--- src/rtl/pipelined_adder.sv ---
// rtl/pipelined_adder.sv - carry-pipelined adder/subtractor, one SEG-bit slice per stage
// Each stage adds one slice; higher operand slices ride along in skew regs, finished low slices in the sum reg.

module pipelined_adder #(
    parameter int WIDTH = 10,
    parameter int SEG   = 5
) (
    input  logic             clk,
    input  logic             rst,
    input  logic             in_valid,
    output logic             in_ready,
    input  logic [WIDTH-1:0] a,
    input  logic [WIDTH-1:0] b,
    input  logic             ci,
    input  logic             sub,
    output logic             out_valid,
    input  logic             out_ready,
    output logic [WIDTH-1:0] s,
    output logic             co,
    output logic             ov
);

    localparam int NST = WIDTH / SEG;

    logic             w_en;
    logic [WIDTH-1:0] w_b_int;
    logic             w_c_int;
    logic             r_ov;

    assign w_b_int = sub ? ~b : b;
    assign w_c_int = sub | ci;

    genvar k;
    for (k = 0; k < NST; k++) begin : g_st
        localparam int RW = WIDTH - k * SEG;
        localparam int SW = (k + 1) * SEG;

        logic [RW-1:0]  w_ain;
        logic [RW-1:0]  w_bin;
        logic           w_cin;
        logic           w_vin;
        logic [SEG:0]   w_sum;
        logic [SW-1:0]  w_snext;
        logic           r_v;
        logic           r_c;
        logic [SW-1:0]  r_s;

        if (k == 0) begin : g_in
            assign w_ain   = a;
            assign w_bin   = w_b_int;
            assign w_cin   = w_c_int;
            assign w_vin   = in_valid;
            assign w_snext = w_sum[SEG-1:0];
        end else begin : g_in
            // Skew registers: the not-yet-added upper slices, aligned so slice 0 is this stage's
            logic [RW-1:0] r_a;
            logic [RW-1:0] r_b;

            always_ff @(posedge clk or posedge rst) begin
                if (rst) begin
                    r_a <= '0;
                    r_b <= '0;
                end else if (w_en && g_st[k-1].w_vin) begin
                    r_a <= g_st[k-1].w_ain[RW+SEG-1:SEG];
                    r_b <= g_st[k-1].w_bin[RW+SEG-1:SEG];
                end
            end

            assign w_ain   = r_a;
            assign w_bin   = r_b;
            assign w_cin   = g_st[k-1].r_c;
            assign w_vin   = g_st[k-1].r_v;
            assign w_snext = {w_sum[SEG-1:0], g_st[k-1].r_s};
        end

        assign w_sum = {1'b0, w_ain[SEG-1:0]} + {1'b0, w_bin[SEG-1:0]} + {{SEG{1'b0}}, w_cin};

        // Data only loads with a valid beat, so outputs keep the last result while idle
        always_ff @(posedge clk or posedge rst) begin
            if (rst) begin
                r_v <= 1'b0;
                r_c <= 1'b0;
                r_s <= '0;
            end else if (w_en) begin
                r_v <= w_vin;
                if (w_vin) begin
                    r_s <= w_snext;
                    r_c <= w_sum[SEG];
                end
            end
        end

        if (k == NST - 1) begin : g_last
            always_ff @(posedge clk or posedge rst) begin
                if (rst) begin
                    r_ov <= 1'b0;
                end else if (w_en && w_vin) begin
                    r_ov <= (w_ain[SEG-1] == w_bin[SEG-1]) && (w_sum[SEG-1] != w_ain[SEG-1]);
                end
            end
        end
    end

    assign w_en      = !out_valid || out_ready;
    assign in_ready  = w_en;
    assign out_valid = g_st[NST-1].r_v;
    assign s         = g_st[NST-1].r_s;
    assign co        = g_st[NST-1].r_c;
    assign ov        = r_ov;

endmodule
--- config.mk ---
export PLATFORM = sky130hd
export DESIGN_NAME = pipelined_adder
export DESIGN_NICKNAME = d
export VERILOG_FILES = /design/src/rtl/pipelined_adder.sv
export SDC_FILE = /design/constraint.sdc
export NUM_CORES = 1
export LEC_CHECK = 0
export BUFFER_PORTS_ARGS = -buffer_cell sky130_fd_sc_hd__buf_4
export CAP_MARGIN = 20
export CELL_PAD_IN_SITES_DETAIL_PLACEMENT = 1
export CELL_PAD_IN_SITES_GLOBAL_PLACEMENT = 1
export CORE_MARGIN = 2
export CORE_UTILIZATION = 37
export CTS_CLUSTER_DIAMETER = 50
export CTS_CLUSTER_SIZE = 20
export DETAILED_ROUTE_END_ITERATION = 10
export PLACE_DENSITY_LB_ADDON = 0.1
export SLEW_MARGIN = 15
export SYNTH_ARGS = -nofsm -noshare
export SYNTH_HDL_FRONTEND = slang
export SYNTH_SLANG_ARGS = --single-unit
--- constraint.sdc ---
create_clock -name clk -period 1.65 [get_ports clk]
set_input_delay 0.2475 -clock clk [delete_from_list [all_inputs] [get_ports clk]]
set_output_delay 0.2475 -clock clk [all_outputs]
set_load 0.005 [all_outputs]
==> results of run 1 <==
## worst max-delay path: stages, from the launching register on
cell,delay [ns]
dfrtp_1,0.39
inv_2,0.07
fa_2,0.23
inv_2,0.05
fa_2,0.33
a21o_1,0.17
a21oi_2,0.18
xor2_1,0.18
o21ai_1,0.08
## cell families (layout without fill, tap and decap cells)
family	Yosys count	in the layout
and+or+nand+nor	30	30
muxes	11	11
buffers and inverters	14	70
DFF	30	30
AOI/OAI and AO/OA	26	26
adders and majority gates	12	12
xor gates and xnor gates	17	17
## state kept, by name, indices dropped and copies added (netlist names)
name	flops
out_valid	1
g_st.r_c	1
ov	1
g_st.g_in.r_a	5
g_st.g_in.r_b	5
g_st.r_v	1
co	1
s	10
g_st.r_s	5
## power groups by stage
stage	logic [uW]	clock network (uW)	registers (uW)
finish	1090	591	1110
CTS	1090	611	1120
global route	1210	641	1150
detailed placement	1070	0	1130
floorplan	606	0	1110
global placement	1020	0	1110
## synth_stat cells
cell        n
a2111oi_4   1
o21ai_0    14
a2111oi_2   1
nand2b_1    1
nor2_1      4
buf_2       3
nand3b_1    1
buf_6       1
nand2_1    16
nand2_2     1
xor2_1      8
fa_1        4
nand2_4     1
a21o_1      1
nand2b_4    1
dfrtp_1    30
a21oi_2     2
o21ai_1     1
mux2_2     11
nand2_8     1
nor3_1      4
ha_1        8
inv_1       9
a21oi_1     5
o31ai_2     1
buf_12      1
xnor2_1     9
## what timing repair did
action                     4_1_cts  5_1_grt
pin swaps                        5       12
buffers inserted                 2        2
resized for setup                5        7
setup endpoints to repair        4        9
## layer usage
metal	track usage, %	wire [um]
met2	27.04	1854
met1	17.08	1335
met5	0	0
met4	5.128	46
met3	3.896	149
## area by class of cell
type	instances	area [sq um]
well taps	52	65.06
repair buffers	53	414.1
flip-flops and latches	30	750.7
clock inverters	1	5.005
fillers	495	2091
inverters	9	33.78
multi-input cells	96	848.3
clock buffers	7	86.33
## per-stage QoR
step,setup TNS [ns],hold slack [ns],power (uW),util [%]
detailed placement,-1.553,0.3619,2195,47.70
global placement,-1.102,0.3474,2123,47.70
CTS,-0.3636,0.06595,2823,50.23
floorplan,-0.2253,0.3383,1716,-
global route,-0.7574,0.1103,2998,51.31
finish,-0.3621,0.05568,2795,51.31
## path summary, 6_finish.rpt
kind | from | end
setup reg to reg | g_st[0].r_c | s[9]
hold reg to reg | g_st[0].r_s[0] | g_st[0].r_s[0]
setup / recovery | g_st[0].r_c | s[9]
min in group clk | a[7] | g_st[1].g_in.r_a[2]
hold / removal | rst | g_st[1].g_in.r_a[2]
max in group asynchronous | rst | g_st[1].g_in.r_a[4]
## placed cells by master, fill, tap and decap left out, types with 2 or more instances in the layout
cell,Yosys,layout
o21ai_0,14,12
inv_1,9,6
nand2b_4,1,2
buf_4,0,51
fa_2,0,4
clkbuf_8,0,6
nand2_1,16,16
ha_1,8,8
nor3_1,4,4
mux2_2,11,11
a21oi_2,2,4
nor2_1,4,4
dfrtp_1,30,30
xor2_1,8,7
a21oi_1,5,3
o21ai_1,1,2
inv_2,0,3
xnor2_1,9,8
==> out/qor.csv, run 1 <==
metric,value,unit
GRT overflow,0,
dpl hpwl,2689,um
Slew HR,74.81,%
clock buffer depth,2,
total routed wirelength,3385,um
Final Cell Area,0.002203,sq mm
Layout area overhead,35.67,%
failing checks,negative setup slack,
Compound-Gate Fraction of Synth Area,11.09,%
VDD IR-drop max,0.0003346,V
Antenna diodes,0,
Cells after DPL,236,
crit share post-route,109.1,%
CTS tree,built,
Sw Ratio,30.90,%
1st-pass router iterations,4,
via count,1184,
arrival time worst endpoint,1.95,ns
Yosys warning count,0,
Skew-Pair Late Insertion Delay,0.27,ns
WS Path Type,flip-flop to flip-flop,
FP Rows,24,
Reg power frac,39.7,%
Initial Util,37.82,%
cts hold-fix bufs,0,
fmax,555.6,MHz
Post-Synthesis Cells,140,
Die Ht,70.25,um
Synth cell types,27,
pin count of the biggest net entering global routing,31,
CTS sink cnt,30,
ratio of cells with drive above 1 in the final layout,47.45,%
Final setup violation count,4,
R2R depth,8,
RSZ-0062 raised after global routing,true,
endpoint class of the critical path,flip-flop,
mux cell area share after synthesis,7.627,%
worst hold path type,input port to asynchronous set/reset pin,
vias in the first global route,1279,
worst endpoint required time,1.80,ns
H-tree Lvls,2,
final std cells w/o fill,248,
Gate power share,39.1,%
IO Pins,40,
CP max FO,2,
sequential-to-total area share from yosys stat,46.22,%
DR WL/cell,13.65,um
Post-Synth Adder-Cell Area,11.09,%
status,"finished, violations left",
Synth Area in XOR/XNOR,9.168,%
Leak,0.001048,uW
Max Cap Viol,0,
crit start category,flip-flop,
initial antenna violation count,0,
DP Worst Slack,-0.3052,ns
"top cells by area, synth","dfrtp_1, mux2_2, ha_1",
synthesized area,0.001624,sq mm
drt drc,0,
synthesized flop and latch total,30,
post-synthesis simple-gate area fraction,9.861,%
post-route setup slack,-0.1500,ns
Slew Limit Fails,0,
endpoints failing hold,0,
leading area contributor after synthesis,dfrtp_1,
total track usage,15.02,%
Via density,4.774,
Power per Cell Area,1268,mW/mm^2
Synth Net Count,178,
routability cong.,0.7167,
clock skew,0.004789,ns
Internal,1931,uW
switching power,863.5,uW
Clk pwr share,21.1,%
Starting DRT DRC Count,20,
placed cell area,0.002048,sq mm
Root Buffer,clkbuf_8,
cts bufs inserted,5,
global-route wire length before repair,5740,um
DIE AREA,0.004935,sq mm
Worst Tran Pin Value,0.3779,ns
largest family of logic cells by synthesized area,compound AO/OA/AOI/OAI gates,
Layout Nets,233,
minimum clock period,1.800,ns
Die Wd,70.25,um
post-synth top area share,46.22,%
"setup slack, reg-to-reg",-0.15,ns
core area,0.004294,sq mm
Clock Pin Slew Worst Setup and Hold Paths,0.06,ns
PortBufs,39,
syn avg cell area,11.60,sq um
Post-DRT Antenna Nets,0,
Power figures use the tool's default switching activity.
==> inputs of run 2 (changes only) <==
- ABC_AREA: unset -> 1
- CORE_UTILIZATION: 37 -> 35
==> run 2 against run 1 <==
Compared with the run above: combinational power down 14%; power shrank 7.1%; cell area down 0.97%; synthesized area grew 5.4%; global-route usage is 0.35 points lower; critical endpoint is now ov; flip-flop and latch count unchanged; the flow now finishes without violations; final cell count up 27%; utilization is 5.1 points lower; worst setup slack gained 0.22 ns; wire length rose by 0.41%.
==> out/qor.csv, run 2 <==
metric,value,unit,change
status,"complete, no violations",,"was finished, violations left"
Post-synth ARST share,100.0,%,unchanged
Fill cells,571,,was 495
Cells after DPL,306,,was 236
minimum clock period,1.576,ns,was 1.800 ns
"top cells by count, synth","nand2_1, dfrtp_1, inv_1",,"was dfrtp_1, nand2_1, o21ai_0"
Slew Limit Fails,0,,unchanged
Die Wd,73.93,um,was 70.25 um
Leak,0.001169,uW,was 0.001048 uW
FP Rows,25,,was 24
Final Cell Area,0.002182,sq mm,was 0.002203 sq mm
post-synth top area share,43.86,%,was 46.22%
Max Cap Viol,0,,unchanged
core area,0.004723,sq mm,was 0.004294 sq mm
Worst Tran Pin Value,0.3762,ns,was 0.3779 ns
Synth Net Count,238,,was 178
Root Buffer,clkbuf_8,,unchanged
crit start category,flip-flop,,unchanged
Clk pwr share,22.8,%,was 21.1%
post-route setup slack,0.07375,ns,was -0.1500 ns
Post-Synthesis Cells,200,,was 140
Antenna diodes,0,,unchanged
"top cells by area, synth","dfrtp_1, nand2_1, ha_1",,"was dfrtp_1, mux2_2, ha_1"
"setup slack, reg-to-reg",0.07,ns,was -0.15 ns
clock buffer depth,2,,unchanged
synthesized area,0.001712,sq mm,was 0.001624 sq mm
via count,1382,,was 1184
Yosys warning count,0,,unchanged
RSZ-0062 raised after global routing,true,,unchanged
DR WL/cell,10.79,um,was 13.65 um
setup TNS,0,ns,was -0.3621 ns
worst hold path type,input port to asynchronous set/reset pin,,unchanged
Final setup violation count,0,,was 4
top-count cell post-synth,nand2_1,,was dfrtp_1
DIE AREA,0.005466,sq mm,was 0.004935 sq mm
Gate power share,36.1,%,was 39.1%
Die Ht,73.93,um,was 70.25 um
CP max FO,3,,was 2
Reg power frac,41.1,%,was 39.7%
clock skew,0.004883,ns,was 0.004789 ns
Sw Ratio,32.55,%,was 30.90%
syn avg cell area,8.558,sq um,was 11.60 sq um
WS Path Type,flip-flop to flip-flop,,unchanged
Layout Nets,285,,was 233
endpoint class of the critical path,flip-flop,,unchanged
global-route wire length before repair,6168,um,was 5740 um
Tot Pwr,2596,uW,was 2795 uW
R2R depth,9,,was 8
initial antenna violation count,0,,unchanged
DP Worst Slack,-0.1132,ns,was -0.3052 ns
H-tree Lvls,2,,unchanged
CTS tree,built,,unchanged
arrival time worst endpoint,1.74,ns,was 1.95 ns
placed cell area,0.002078,sq mm,was 0.002048 sq mm
cts hold-fix bufs,0,,unchanged
ys flop type,dfrtp_1,,unchanged
Internal,1751,uW,was 1931 uW
Clock Pin Slew Worst Setup and Hold Paths,0.06,ns,about the same
Post-DRT Antenna Nets,0,,unchanged
Via density,4.387,,was 4.774
Initial Util,36.24,%,was 37.82%
"commonest non-fill, non-tap cell in the layout",nand2_1,,was buf_4
Slew HR,74.92,%,was 74.81%
VDD IR-drop max,0.0004733,V,was 0.0003346 V
1st-pass router iterations,4,,unchanged
vias in the first global route,1422,,was 1279
ratio of cells with drive above 1 in the final layout,27.82,%,was 47.45%
most frequent cells in the layout,"nand2_1, buf_4, dfrtp_1, inv_1, nand3_1",,"was buf_4, dfrtp_1, nand2_1, o21ai_0, mux2_2"
IO Pins,40,,unchanged
Power per Cell Area,1190,mW/mm^2,was 1268 mW/mm^2
Layout area overhead,27.49,%,was 35.67%
sequential-to-total area share from yosys stat,43.86,%,was 46.22%
Skew-Pair Late Insertion Delay,0.27,ns,about the same
switching power,844.9,uW,was 863.5 uW
CTS sink cnt,30,,unchanged
GRT overflow,0,,unchanged
PortBufs,39,,unchanged
total routed wirelength,3399,um,was 3385 um
leading area contributor after synthesis,dfrtp_1,,unchanged
Starting DRT DRC Count,49,,was 20
worst endpoint required time,1.82,ns,was 1.80 ns
synthesized flop and latch total,30,,unchanged
Post-synth EDFFs,0,,unchanged
total track usage,14.67,%,was 15.02%
pin count of the biggest net entering global routing,31,,unchanged
Synth cell types,19,,was 27
routability cong.,0.7592,,was 0.7167
fmax,634.4,MHz,was 555.6 MHz
max reg flops,10,,unchanged
drt drc,0,,unchanged
endpoints failing hold,0,,unchanged
cts bufs inserted,5,,unchanged
crit share post-route,95.53,%,was 109.1%
dpl hpwl,2733,um,was 2689 um
final std cells w/o fill,315,,was 248
run 2: changes by cell type in the layout (fill, tap and decap cells not counted), moves of 4 or more:
cell     before  now
o21ai_0      12    1
nand2_1      16   76
inv_1         6   18
mux2_2       11    0
o21ai_1       2    8
buf_4        51   44
nor3_1        4    0
nand3_1       0   13
a21oi_2       4    0
run 2: routing by layer:
metal,track usage [%],vias to the layer above,share of wire (%)
met5,0,-,0
met4,4.848,0,1.3
met3,3.659,4,4.1
met2,23.21,30,46
met1,19.76,630,49
li1,-,718,-
run 2: path summary, 6_finish.rpt:
kind,start,end
min reg2reg,g_st[0].r_s[3],s[3]
max in group asynchronous,rst,g_st[0].r_s[4]
max reg2reg,g_st[1].g_in.r_b[0],ov
max,g_st[1].g_in.r_b[0],ov
min,rst,s[1]
min in group clk,a[7],g_st[1].g_in.r_a[2]
run 2: repair_timing:
item	in CTS	in global routing
resized for setup	0	4
setup endpoints to repair	0	3
buffers inserted	0	1
run 2: logic make-up after synthesis:
logic type / share of synthesized area [%]
buf+inv: 7.822
flops: 43.86
xor+xnor: 6.140
fa+ha+maj: 10.53
simple gates: 25.22
compound gates: 6.432
run 2: worst max-delay path: stages (launching register included):
cell     delay, ns
dfrtp_1       0.34
inv_1         0.06
fa_2          0.38
inv_2         0.08
fa_2          0.23
nand3_2       0.11
nand3_2       0.10
nand2_1       0.05
nand3_1       0.06
nand2_1       0.05
run 2: layout make-up:
type | instances | area, sq um | share of cell area, %
Clock buffer | 7 | 86.33 | 3.956
Clock inverter | 1 | 5.005 | 0.2294
Inverter | 23 | 88.84 | 4.071
Multi-Input combinational cell | 143 | 837.1 | 38.36
Sequential cell | 30 | 750.7 | 34.40
Tap cell | 67 | 83.83 | 3.842
Timing Repair Buffer | 44 | 330.3 | 15.14
run 2: power by group through the flow:
stage                     Combinational (uW)  Clock, uW  Sequential (uW)
final                                    937        592             1070
after global routing                    1100        644             1100
after CTS                                945        619             1070
after detailed placement                 939          0             1090
after global placement                   928          0             1070
after floorplan                          561          0             1070
run 2: metrics by stage:
step	utilization [%]	hold slack (ns)
after floorplan	-	0.3383
after global placement	44.00	0.3538
after detailed placement	44.00	0.3554
after CTS	45.93	0.05833
after global routing	46.20	0.08647
final	46.20	0.04531
==> inputs of run 3 (changes only) <==
- BUFFER_PORTS_ARGS: -buffer_cell sky130_fd_sc_hd__buf_4 -> unset
- CORE_UTILIZATION: 35 -> 41
- DONT_BUFFER_PORTS: unset -> 1
==> run 3 against run 2 <==
Compared with the run above: die area fell by 14%; hold slack better by 0.040 ns; critical path depth stayed put; global-route usage is 3.5 points higher; register-to-register slack barely moved; clock power is 1% higher; clock-buffer cell count is the same; via count down 5.4%; critical path type unchanged; largest cell class unchanged.
==> out/qor.csv, run 3 (synthesis gave the netlist of run 2 again) <==
metric,value,unit,change
status,"complete, no violations",,unchanged
Final Cell Area,0.001898,sq mm,was 0.002182 sq mm
Layout area overhead,10.89,%,was 27.49%
Via density,5.031,,was 4.387
final std cells w/o fill,260,,was 315
Leak,0.0009888,uW,was 0.001169 uW
most frequent cells in the layout,"nand2_1, dfrtp_1, inv_1, nand3_1",,"was nand2_1, buf_4, dfrtp_1, inv_1, nand3_1"
met1 WL,1683,um,was 1661 um
Crit path largest cell delay,0.37,ns,was 0.38 ns
Worst Tran Pin Value,0.3751,ns,was 0.3762 ns
post-route setup slack,0.08096,ns,was 0.07375 ns
via count,1308,,was 1382
fmax,637.3,MHz,was 634.4 MHz
drt drc,0,,unchanged
PortBufs,0,,was 39
global-route wire length before repair,6306,um,was 6168 um
H-tree Lvls,2,,unchanged
cts bufs inserted,5,,unchanged
initial antenna violation count,0,,unchanged
Max Cap Viol,0,,unchanged
arrival time worst endpoint,1.75,ns,was 1.74 ns
total track usage,18.21,%,was 14.67%
Cells after DPL,247,,was 306
Worst path slowest cell,fa_2,,unchanged
clock buffer depth,2,,unchanged
Clock Pin Slew Worst Setup and Hold Paths,0.07,ns,was 0.06 ns
crit-path leading delay family,adder cells,,unchanged
1st-pass router iterations,4,,unchanged
setup TNS,0,ns,unchanged
Starting DRT DRC Count,35,,was 49
endpoint class of the critical path,flip-flop,,unchanged
"commonest non-fill, non-tap cell in the layout",nand2_1,,unchanged
DR WL/cell,14.39,um,was 10.79 um
Final setup violation count,0,,unchanged
core area,0.004000,sq mm,was 0.004723 sq mm
Layout Nets,247,,was 285
CP Buf/Inv Count,2,,unchanged
vias in the first global route,1437,,was 1422
Clk pwr share,24.4,%,was 22.8%
CP max FO,3,,unchanged
Antenna diodes,0,,unchanged
Root Buffer,clkbuf_8,,unchanged
met2 WL,1815,um,was 1553 um
Sw Ratio,34.91,%,was 32.55%
critical-path cell list,inv_2 > fa_2 > inv_2 > fa_2 > nand3_4 > nand3_2 > nand2_1 > nand3_2 > nand2_1,,was inv_1 > fa_2 > inv_2 > fa_2 > nand3_2 > nand3_2 > nand2_1 > nand3_1 > nand2_1
DIE AREA,0.004707,sq mm,was 0.005466 sq mm
Internal,1598,uW,was 1751 uW
worst endpoint required time,1.83,ns,was 1.82 ns
Die Wd,68.61,um,was 73.93 um
highest metal used,met4,,unchanged
placed cell area,0.001742,sq mm,was 0.002078 sq mm
DP Worst Slack,-0.01574,ns,was -0.1132 ns
crit share post-route,95.09,%,was 95.53%
IO Pins,40,,unchanged
CTS tree,built,,unchanged
WHS,0.08541,ns,was 0.04531 ns
routability cong.,0.8527,,was 0.7592
endpoints failing hold,0,,unchanged
total routed wirelength,3741,um,was 3399 um
minimum clock period,1.569,ns,was 1.576 ns
FP Rows,23,,was 25
max reg flops,10,,unchanged
worst hold path type,input port to flip-flop,,was input port to asynchronous set/reset pin
Slew Limit Fails,0,,unchanged
metal3 WL,181,um,was 140 um
RSZ-0062 raised after global routing,false,,was true
CTS sink cnt,30,,unchanged
Power per Cell Area,1293,mW/mm^2,was 1190 mW/mm^2
Slew HR,75.00,%,was 74.92%
Gate power share,30.5,%,was 36.1%
GRT overflow,0,,unchanged
Skew-Pair Late Insertion Delay,0.28,ns,was 0.27 ns
crit start category,flip-flop,,unchanged
VDD IR-drop max,0.0006020,V,was 0.0004733 V
Post-DRT Antenna Nets,0,,unchanged
dpl hpwl,2864,um,was 2733 um
Die Ht,68.61,um,was 73.93 um
Reg power frac,45.0,%,was 41.1%
WS Path Type,flip-flop to flip-flop,,unchanged
Initial Util,42.79,%,was 36.24%
pin count of the biggest net entering global routing,31,,unchanged
ratio of cells with drive above 1 in the final layout,15.71,%,was 27.82%
switching power,856.9,uW,was 844.9 uW
clock skew,0.01091,ns,was 0.004883 ns
## run 3: worst paths after layout
check | start | endpoint | cells after the start | slack (ns)
setup / recovery | g_st[0].r_c | ov | 9 | 0.08
hold / removal | a[8] | g_st[1].g_in.r_a[3] | 2 | 0.09
setup reg to reg | g_st[0].r_c | ov | 9 | 0.08
hold reg to reg | g_st[0].r_s[1] | s[1] | 2 | 0.48
max in group asynchronous | rst | g_st[0].r_s[4] | 3 | 0.89
min in group asynchronous | rst | co | 3 | 0.49
## run 3: power groups by stage
stage               combinational [uW]  clock, uW  sequential (uW)
floorplan                          561          0             1070
global placement                   636          0             1110
detailed placement                 675          0             1120
CTS                                704        615             1110
global route                       865        665             1140
finish                             750        599             1110
## run 3: metal layers
metal,track usage (%),vias to the layer above
li1,-,647
met1,20.98,617
met2,32.21,36
met3,4.870,8
met4,6.500,0
met5,0,-
## run 3: through the flow
stage / total power, uW / util, %
global route: 2670 / 47.45
CTS: 2425 / 46.32
floorplan: 1635 / -
detailed placement: 1795 / 43.54
global placement: 1747 / 43.54
finish: 2455 / 47.45
## run 3: cell type report
type	instances	area, sq um
Tap cell	50	62.56
Inverter	23	88.84
Clock buffer	7	86.33
Fill cell	488	2102
Timing Repair Buffer	6	47.55
Multi-Input combinational cell	143	857.1
Sequential cell	30	750.7
Clock inverter	1	5.005
## run 3: what timing repair did
| action | 4_1_cts | 5_1_grt |
|---|---|---|
| endpoints found under the setup margin | 1 | 4 |
| hold buffers | 1 | 0 |
| pin swaps | 1 | 3 |
| setup buffers | 1 | 3 |
| endpoints found under the hold margin | 30 | 0 |
| gates resized for setup | 2 | 6 |
